$ cat config.mk
export PLATFORM = sky130hd
export DESIGN_NAME = pipeline_ctrl
export DESIGN_NICKNAME = d
export VERILOG_FILES = /design/src/rtl/pipeline_ctrl_pkg.sv /design/src/rtl/pipeline_ctrl_hazard_detect.sv /design/src/rtl/pipeline_ctrl.sv
export SDC_FILE = /design/constraint.sdc
export NUM_CORES = 1
export LEC_CHECK = 0
export CAP_MARGIN = 0
export CORE_MARGIN = 1.5
export CORE_UTILIZATION = 25
export CTS_CLUSTER_SIZE = 14
export DETAILED_ROUTE_END_ITERATION = 8
export GPL_TIMING_DRIVEN = 0
export MAX_ROUTING_LAYER = met4
export PLACE_DENSITY = 0.55
export SETUP_SLACK_MARGIN = 0.4
export SKIP_CTS_REPAIR_TIMING = 1
export SYNTH_ARGS = -nofsm -noshare
export SYNTH_HDL_FRONTEND = slang
export SYNTH_HIERARCHICAL = 1
export SYNTH_SLANG_ARGS = --single-unit
$ cat constraint.sdc
create_clock -name clk -period 13.1 [get_ports clk]
set_input_delay 3.93 -clock clk [delete_from_list [all_inputs] [get_ports clk]]
set_output_delay 3.93 -clock clk [all_outputs]
set_load 0.005 [all_outputs]
$ cat src/rtl/pipeline_ctrl_pkg.sv
// Shared pipeline types: controller state encoding and register-index width.
package pipeline_ctrl_pkg;

   localparam int REG_W = 5;

   typedef enum logic [1:0] {
      RUN      = 2'd0,
      MEM_WAIT = 2'd1,
      ERROR    = 2'd2
   } state_t;

endpackage

$ cat src/rtl/pipeline_ctrl_hazard_detect.sv
// Load-use hazard detection between the EX-stage load and the ID-stage sources.
module hazard_detect
   import pipeline_ctrl_pkg::*;
(
   input  logic [REG_W-1:0] id_rs1,
   input  logic [REG_W-1:0] id_rs2,
   input  logic             id_use_rs1,
   input  logic             id_use_rs2,
   input  logic             ex_mem_read,
   input  logic [REG_W-1:0] ex_rd,
   output logic             load_use
);

   logic rs1_hit;
   logic rs2_hit;

   assign rs1_hit = id_use_rs1 & (id_rs1 == ex_rd);
   assign rs2_hit = id_use_rs2 & (id_rs2 == ex_rd);

   // x0 is hardwired zero, so a load targeting it is never a hazard
   assign load_use = ex_mem_read & (ex_rd != '0) & (rs1_hit | rs2_hit);

endmodule

$ cat src/rtl/pipeline_ctrl.sv
// Pipeline stall/flush controller with MEM-stage timeout FSM and perf counters.
module pipeline_ctrl
   import pipeline_ctrl_pkg::*;
#(
   parameter int MAX_WAIT = 15
) (
   input  logic             clk,
   input  logic             reset,
   input  logic [REG_W-1:0] id_rs1,
   input  logic [REG_W-1:0] id_rs2,
   input  logic             id_use_rs1,
   input  logic             id_use_rs2,
   input  logic             ex_mem_read,
   input  logic [REG_W-1:0] ex_rd,
   input  logic             ex_branch_taken,
   input  logic             mem_req,
   input  logic             mem_ready,
   output logic             pc_enable,
   output logic             if_id_enable,
   output logic             id_ex_enable,
   output logic             ex_mem_enable,
   output logic             mem_wb_enable,
   output logic             if_id_flush,
   output logic             id_ex_flush,
   output logic             bus_error,
   output logic [31:0]      stall_cycles,
   output logic [15:0]      flush_count
);

   localparam logic [7:0] MAX_W = 8'(MAX_WAIT);

   state_t     state;
   state_t     state_nxt;
   logic [7:0] wait_cnt;
   logic [7:0] wait_nxt;
   logic       load_use;
   logic       freeze;

   hazard_detect u_hazard (
      .id_rs1      (id_rs1),
      .id_rs2      (id_rs2),
      .id_use_rs1  (id_use_rs1),
      .id_use_rs2  (id_use_rs2),
      .ex_mem_read (ex_mem_read),
      .ex_rd       (ex_rd),
      .load_use    (load_use)
   );

   always_ff @(posedge clk or posedge reset) begin
      if (reset) begin
         state    <= RUN;
         wait_cnt <= '0;
      end else begin
         state    <= state_nxt;
         wait_cnt <= wait_nxt;
      end
   end

   always_comb begin
      state_nxt = state;
      wait_nxt  = wait_cnt;
      case (state)
         RUN: begin
            if (mem_req & ~mem_ready) begin
               state_nxt = MEM_WAIT;
               wait_nxt  = '0;
            end
         end
         MEM_WAIT: begin
            if (mem_ready) begin
               state_nxt = RUN;
               wait_nxt  = '0;
            end else begin
               wait_nxt = wait_cnt + 8'd1;
               if (wait_nxt == MAX_W) state_nxt = ERROR;
            end
         end
         ERROR: ;
         default: begin
            state_nxt = RUN;
            wait_nxt  = '0;
         end
      endcase
   end

   assign bus_error = (state == ERROR);
   assign freeze    = (mem_req & ~mem_ready) | bus_error;

   // Reset keeps everything enabled so the stage registers' own reset wins
   always_comb begin
      pc_enable     = 1'b1;
      if_id_enable  = 1'b1;
      id_ex_enable  = 1'b1;
      ex_mem_enable = 1'b1;
      mem_wb_enable = 1'b1;
      if_id_flush   = 1'b0;
      id_ex_flush   = 1'b0;
      if (!reset) begin
         priority case (1'b1)
            freeze: begin
               pc_enable     = 1'b0;
               if_id_enable  = 1'b0;
               id_ex_enable  = 1'b0;
               ex_mem_enable = 1'b0;
               mem_wb_enable = 1'b0;
            end
            ex_branch_taken: begin
               if_id_flush = 1'b1;
               id_ex_flush = 1'b1;
            end
            load_use: begin
               pc_enable    = 1'b0;
               if_id_enable = 1'b0;
               id_ex_flush  = 1'b1;
            end
            default: ;
         endcase
      end
   end

   always_ff @(posedge clk or posedge reset) begin
      if (reset) begin
         stall_cycles <= '0;
         flush_count  <= '0;
      end else begin
         if (!pc_enable) stall_cycles <= stall_cycles + 32'd1;
         if (if_id_flush | id_ex_flush) flush_count <= flush_count + 16'd1;
      end
   end

endmodule

---- After elaboration in Yosys (flattened, before gate mapping) ----
Cells that the tools add are included.
storage, ports and cells
  register bits after elaboration ......... 58
  bits of input ports ..................... 23
  output and inout bits ................... 56
  logic and storage cells ................. 48
cells by class
  add/subtract/negate cells ............... 3
  equality and inequality tests ........... 7
  muxes and demuxes ....................... 20
  bitwise gates (word level) .............. 10
  reduce and logical (&&, ||, !) cells .... 4
operators with widths
  kind                                                 number
  adder 32 x 1 -> 32 bit, second input constant        1
  case mux 8 bit (3 select lines)                      1
  adder 16 x 1 -> 16 bit, second input constant        1
  two-way mux 8 bit                                    2
  two-way mux 1 bit                                    13
  equality test 5 bit                                  2
  adder 8 x 1 -> 8 bit, second input constant          1
  equality test 8 x 4 -> 1 bit, second input constant  1
  two-way mux 2 bit                                    3
  case mux 2 bit (3 select lines)                      1
  bitwise AND 1 bit                                    5
  nonzero test 5 bit                                   1
  != test 3 bit, second input constant                 1
  OR 1 bit                                             3
  AND reduction 3 bit                                  1
  equality test 2 x 1 -> 1 bit, second input constant  1
  equality test 2 bit, second input constant           1
  logical NOT 2 bit                                    1
  != test 2 bit, second input constant                 1
  inverter 1 bit                                       2
  AND reduction 2 bit                                  1

---- Depth between registers and ports, before layout ----
  word-level depth ........................ 9
  mapped depth ............................ 10

---- Cells and area by module ----
Netlist, hierarchy kept.
modules (own cells, without submodules)
  module         instances  cells each  area each (µm²)  sequential area each (µm²)
  pipeline_ctrl  1          263         2795.2           1451.4
  hazard_detect  1          17          133.9            0.0

---- Worst setup path after synthesis ----
OpenSTA, ideal clock, no wires.
  path kind ............................... input -> output
  from .................................... in reset
  to ...................................... out id_ex_enable
  arrival ................................. 5870 ps
  data required time ...................... 9170 ps
  slack ................................... 3300 ps
  cell stages on the path ................. 3
  cells stage by stage .................... inv_1 > o21ai_0 > buf_4
on the way
  word-level cells in the longest chain between the ends .. 1
ends and longest elaborated chain
  element            RTL line             source
  from (decl)        pipeline_ctrl.sv:8   input logic reset,
  two-way mux 1 bit  -
  to (decl)          pipeline_ctrl.sv:20  output logic id_ex_enable,
No other way between the ends.

---- Final worst setup path ----
  from .................................... in ex_rd[1]
  to ...................................... out pc_enable
on the way
  word-level cells in the longest chain between the ends .. 8
  elaborated cells on any way between the ends .. 12
  classes of those cells .................. eq/ne (2); mux (4); bitwise (5); reduce/logical (1)
ends and longest elaborated chain
  element                                 RTL line                                                              source
  from (decl)                             pipeline_ctrl.sv:14                                                   input logic [REG_W-1:0] ex_rd,
  equality test 5 bit (on tied branches)  pipeline_ctrl_hazard_detect.sv:17, pipeline_ctrl_hazard_detect.sv:18
  bitwise AND 1 bit (on tied branches)    pipeline_ctrl_hazard_detect.sv:17, pipeline_ctrl_hazard_detect.sv:18
  OR 1 bit                                pipeline_ctrl_hazard_detect.sv:21                                     assign load_use = ex_mem_read & (ex_rd != '0) & (rs1_hit | rs2_hit);
  bitwise AND 1 bit *                     pipeline_ctrl_hazard_detect.sv:21
  via load_use                            pipeline_ctrl.sv:36                                                   logic load_use;
  two-way mux 1 bit * (3 in series)       pipeline_ctrl.sv:99                                                   priority case (1'b1)
  two-way mux 1 bit *                     pipeline_ctrl.sv:98                                                   if (!reset) begin
  to (decl)                               pipeline_ctrl.sv:18                                                   output logic pc_enable,
Mark *: on every way through the listed nets, which the timed path passes. The rest lies on a longest branch.

==> impl_metrics.yaml <==
synthesis:
  synth.area.mux_share_pct: 0.769
  synth_top_family_by_area: "simple AND/OR/NAND/NOR gates"
  ys_ff_latch: 58
  synth_edf_count: 0
  synth_area_per_cell_sq_um: 10.5
  post-synth-top-area-fraction_pct: 49.6
  post-synth-top-area-cell: "sky130_fd_sc_hd__dfrtp_1"
  yosys.area_share.adder_pct: 1.71
  synth.top_cells.by_area: "sky130_fd_sc_hd__dfrtp_1, sky130_fd_sc_hd__xnor2_1, sky130_fd_sc_hd__xor2_1, sky130_fd_sc_hd__nand3_1, sky130_fd_sc_hd__nand2_1"
  synth.yosys.seq_area_share_pct: 49.6
  post_synth_net_total: 307
  post_synth_num_cell_types: 39
  synthesis.area_sq_um: 2930
  yosys_most_used_dff: "sky130_fd_sc_hd__dfrtp_1"
  synth_xor_xnor_area_share_pct: 17.3
  synth_simple_gate_area_share_pct: 22.8
  syn_inst: 280
  yosys_warnings: 6
  synth-compound-area-share_pct: 5.13
  ys_async_sr_fraction_pct: 100
global_route:
  grt_util_all_layers_pct: 11.9
  initial_antenna_violation_count: 0
  grt_first_pass_wirelength_mm: 11.6
  grt_pass1_vias: 2361
  grt_remaining_overflow: 0
  maximum_number_of_pins_on_one_net_before_global_route_repair: 41
power:
  power_leakage_nw: 1.83
  power.ir.vdd_worst_mv: 0.0603
  totalPowerFinal_mw: 0.573
  power_density_nw_per_um2: 135
  share_of_power_burned_in_registers_pct: 39.4
  p_sw_share_pct: 25.5
  clock_power_share_pct: 43.6
  switching_power_mw: 0.146
  power_frac_comb_pct: 17.0
  p_int_mw: 0.427
min_path:
  holdCritPathClass: "flop to flop"
  holdCritStartpoint: "flush_count[15]"
clocking:
  cts_buffer_depth: 2
  cts_root_buf: "sky130_fd_sc_hd__clkbuf_16"
  clk-insertion-delay-late_ns: 0.32
  ctsHtreeMaxLevel: 3
  cts_inserted_buffers: 9
  cts_tree: "built"
  cts.sink_count: 58
  clk_transition_reported_paths_ns: 0.05
place:
  detailed_place_hpwl_mm: 5.03
  placed_cell_area_sq_um: 3910
  globalplace.congestion: 0.830
  port_buffers: 78
worst_setup_path:
  path_class: "input pin to output port"
  cell_with_the_largest_stage_delay_on_the_worst_path: "sky130_fd_sc_hd__clkdlybuf4s50_1"
  crit_fanout: 7
  worst_setup_path_end_kind: "output port"
  crit_arrival_ns: 6.73
  worstReg2RegStart: "state[1]"
  critical_path_required_ns: 9.17
  critical-path-max-stage-delay_ns: 0.49
  critical_path.cell_chain: "clkdlybuf4s50_1, xor2_1, nor4_1, nand3_1, a21oi_1, nor2b_1, nor3_1, nor2_1, inv_1, buf_4, clkdlybuf4s50_1"
  critical_path.startpoint_type: "input pin"
  startpoint: "ex_rd[1]"
  worst_path_most_repeated_cell: "sky130_fd_sc_hd__clkdlybuf4s50_1"
drt:
  dr.pass1.iters: 4
  drt-wirelength-per-cell_um: 13.2
  drt-vias-per-instance: 4.46
  route.detailed.drc: 0
  drt_wirelength_mm: 6.84
  initial_drc_count: 121
  routed-via-count: 2310
  ant_nets: 0
timing:
  timing.slew.headroom_pct: 55.8
  smallest_hold_slack_ns: 0.473
  worst_clock_skew_ns: 0.0103
  max_clock_freq_ghz: 0.0938
  tightestPinTransition_ns: 0.653
  finalCriticalPeriod_ns: 10.66
  period_share_pct: 81.4
  total_count_of_hold_check_failures_in_the_final_report: 0
  total_setup_violations_reported_at_the_end_of_the_flow: 0
  grt_setup_unrepaired: "no"
  drv_slew: 0
  final.setup.tns_ns: 0
die:
  floorplan.initialDensity_pct: 25.7
  core-area_sq_um: 11400
  ios: 79
  die_width_um: 111
  die_y_um: 111
  placementRows: 39
  floorplan.die_area_sq_um: 12400
flow_run:
  cap_viol_max_count: 0
cells_and_area:
  drive_above_1_share_pct: 8.53
  layout.nets: 397
  design_area_final_sq_um: 4230
  diodes: 0
  top_library_cells_by_usage_in_the_layout_fill_and_taps_aside: "sky130_fd_sc_hd__clkdlybuf4s50_1, sky130_fd_sc_hd__dfrtp_1, sky130_fd_sc_hd__xnor2_1"
  area_delta_synth_final_pct: 44.4
  final_core_utilization_pct: 37.0
  layout_commonest_cell: "sky130_fd_sc_hd__clkdlybuf4s50_1"
outcome:
  result_of_the_run: "complete, no violations"
==> synth_stat cells, types with 3 or more instances <==
master,count
sky130_fd_sc_hd__nand4_1,10
sky130_fd_sc_hd__nor3_1,4
sky130_fd_sc_hd__xor2_1,26
sky130_fd_sc_hd__xnor2_1,32
sky130_fd_sc_hd__and3_1,9
sky130_fd_sc_hd__nor2_1,26
sky130_fd_sc_hd__o31ai_1,3
sky130_fd_sc_hd__ha_1,4
sky130_fd_sc_hd__nand3_1,22
sky130_fd_sc_hd__clkbuf_1,3
sky130_fd_sc_hd__nand2_1,26
sky130_fd_sc_hd__a31oi_1,3
sky130_fd_sc_hd__inv_1,7
sky130_fd_sc_hd__dfrtp_1,58
sky130_fd_sc_hd__o21ai_0,11
sky130_fd_sc_hd__buf_4,4
sky130_fd_sc_hd__and4_1,3
sky130_fd_sc_hd__nor2b_1,3
==> stage by stage <==
step	setup WS, ns	std cells
finish	2.44	518
global route	2.11	518
CTS	2.39	518
detailed placement	2.40	502
global placement	1.63	501
floorplan	3.30	280
==> power by group through the flow <==
stage | sequential, mW | combinational [mW] | clock, mW
after global routing | 0.230 | 0.109 | 0.265
after global placement | 0.227 | 0.0967 | 0
final | 0.226 | 0.0974 | 0.250
after CTS | 0.226 | 0.0995 | 0.258
after detailed placement | 0.229 | 0.0990 | 0
after floorplan | 0.225 | 0.0452 | 0
==> cell families after synthesis <==
logic type / count (synthesis)
XOR/XNOR: 58
flip-flops: 58
AO/OA/AOI/OAI: 24
AND/OR/NAND/NOR: 119
buffers and inverters: 15
multiplexers: 2
adder cells (fa/ha/maj): 4
==> path summary, 6_finish.rpt <==
check                      cells after the start  slack (ns)          endpoint
setup reg to reg                               7       11.17   flush_count[15]
hold / removal                                 1        0.47   flush_count[15]
hold reg to reg                                1        0.47   flush_count[15]
setup / recovery                              11        2.44         pc_enable
max in group asynchronous                      3        8.38   flush_count[15]
min in group asynchronous                      2        4.14  stall_cycles[20]
==> flip-flops by register name (all words and copies together) (netlist names) <==
register	cells
flush_count	16
stall_cycles	32
state	2
wait_cnt	8
==> per-layer routing <==
layer	global-route usage [%]	share of wire, %	routed length, um
met5	-	0	0
met4	4.30	1.2	82
met3	2.41	3.7	252
met2	19.3	48	3250
met1	14.9	48	3250
==> critical path, delay by kind of cell <==
| family | cells | cell delay [ns] |
|---|---|---|
| AOI/OAI and AO/OA | 1 | 0.21 |
| xor gates and xnor gates | 1 | 0.20 |
| buffers and inverters | 4 | 1.19 |
| and+or+nand+nor | 5 | 1.20 |
==> final cells by class <==
type / count / area, sq um
Fill cell: 1160 / 7190
Sequential cell: 58 / 1450
Clock inverter: 5 / 77.6
Multi-Input combinational cell: 207 / 1400
Inverter: 7 / 26.3
Buffer: 8 / 52.6
Timing Repair Buffer: 79 / 801
Clock buffer: 11 / 243
Tap cell: 143 / 179
Note: power is estimated with default switching activity, not from simulation.
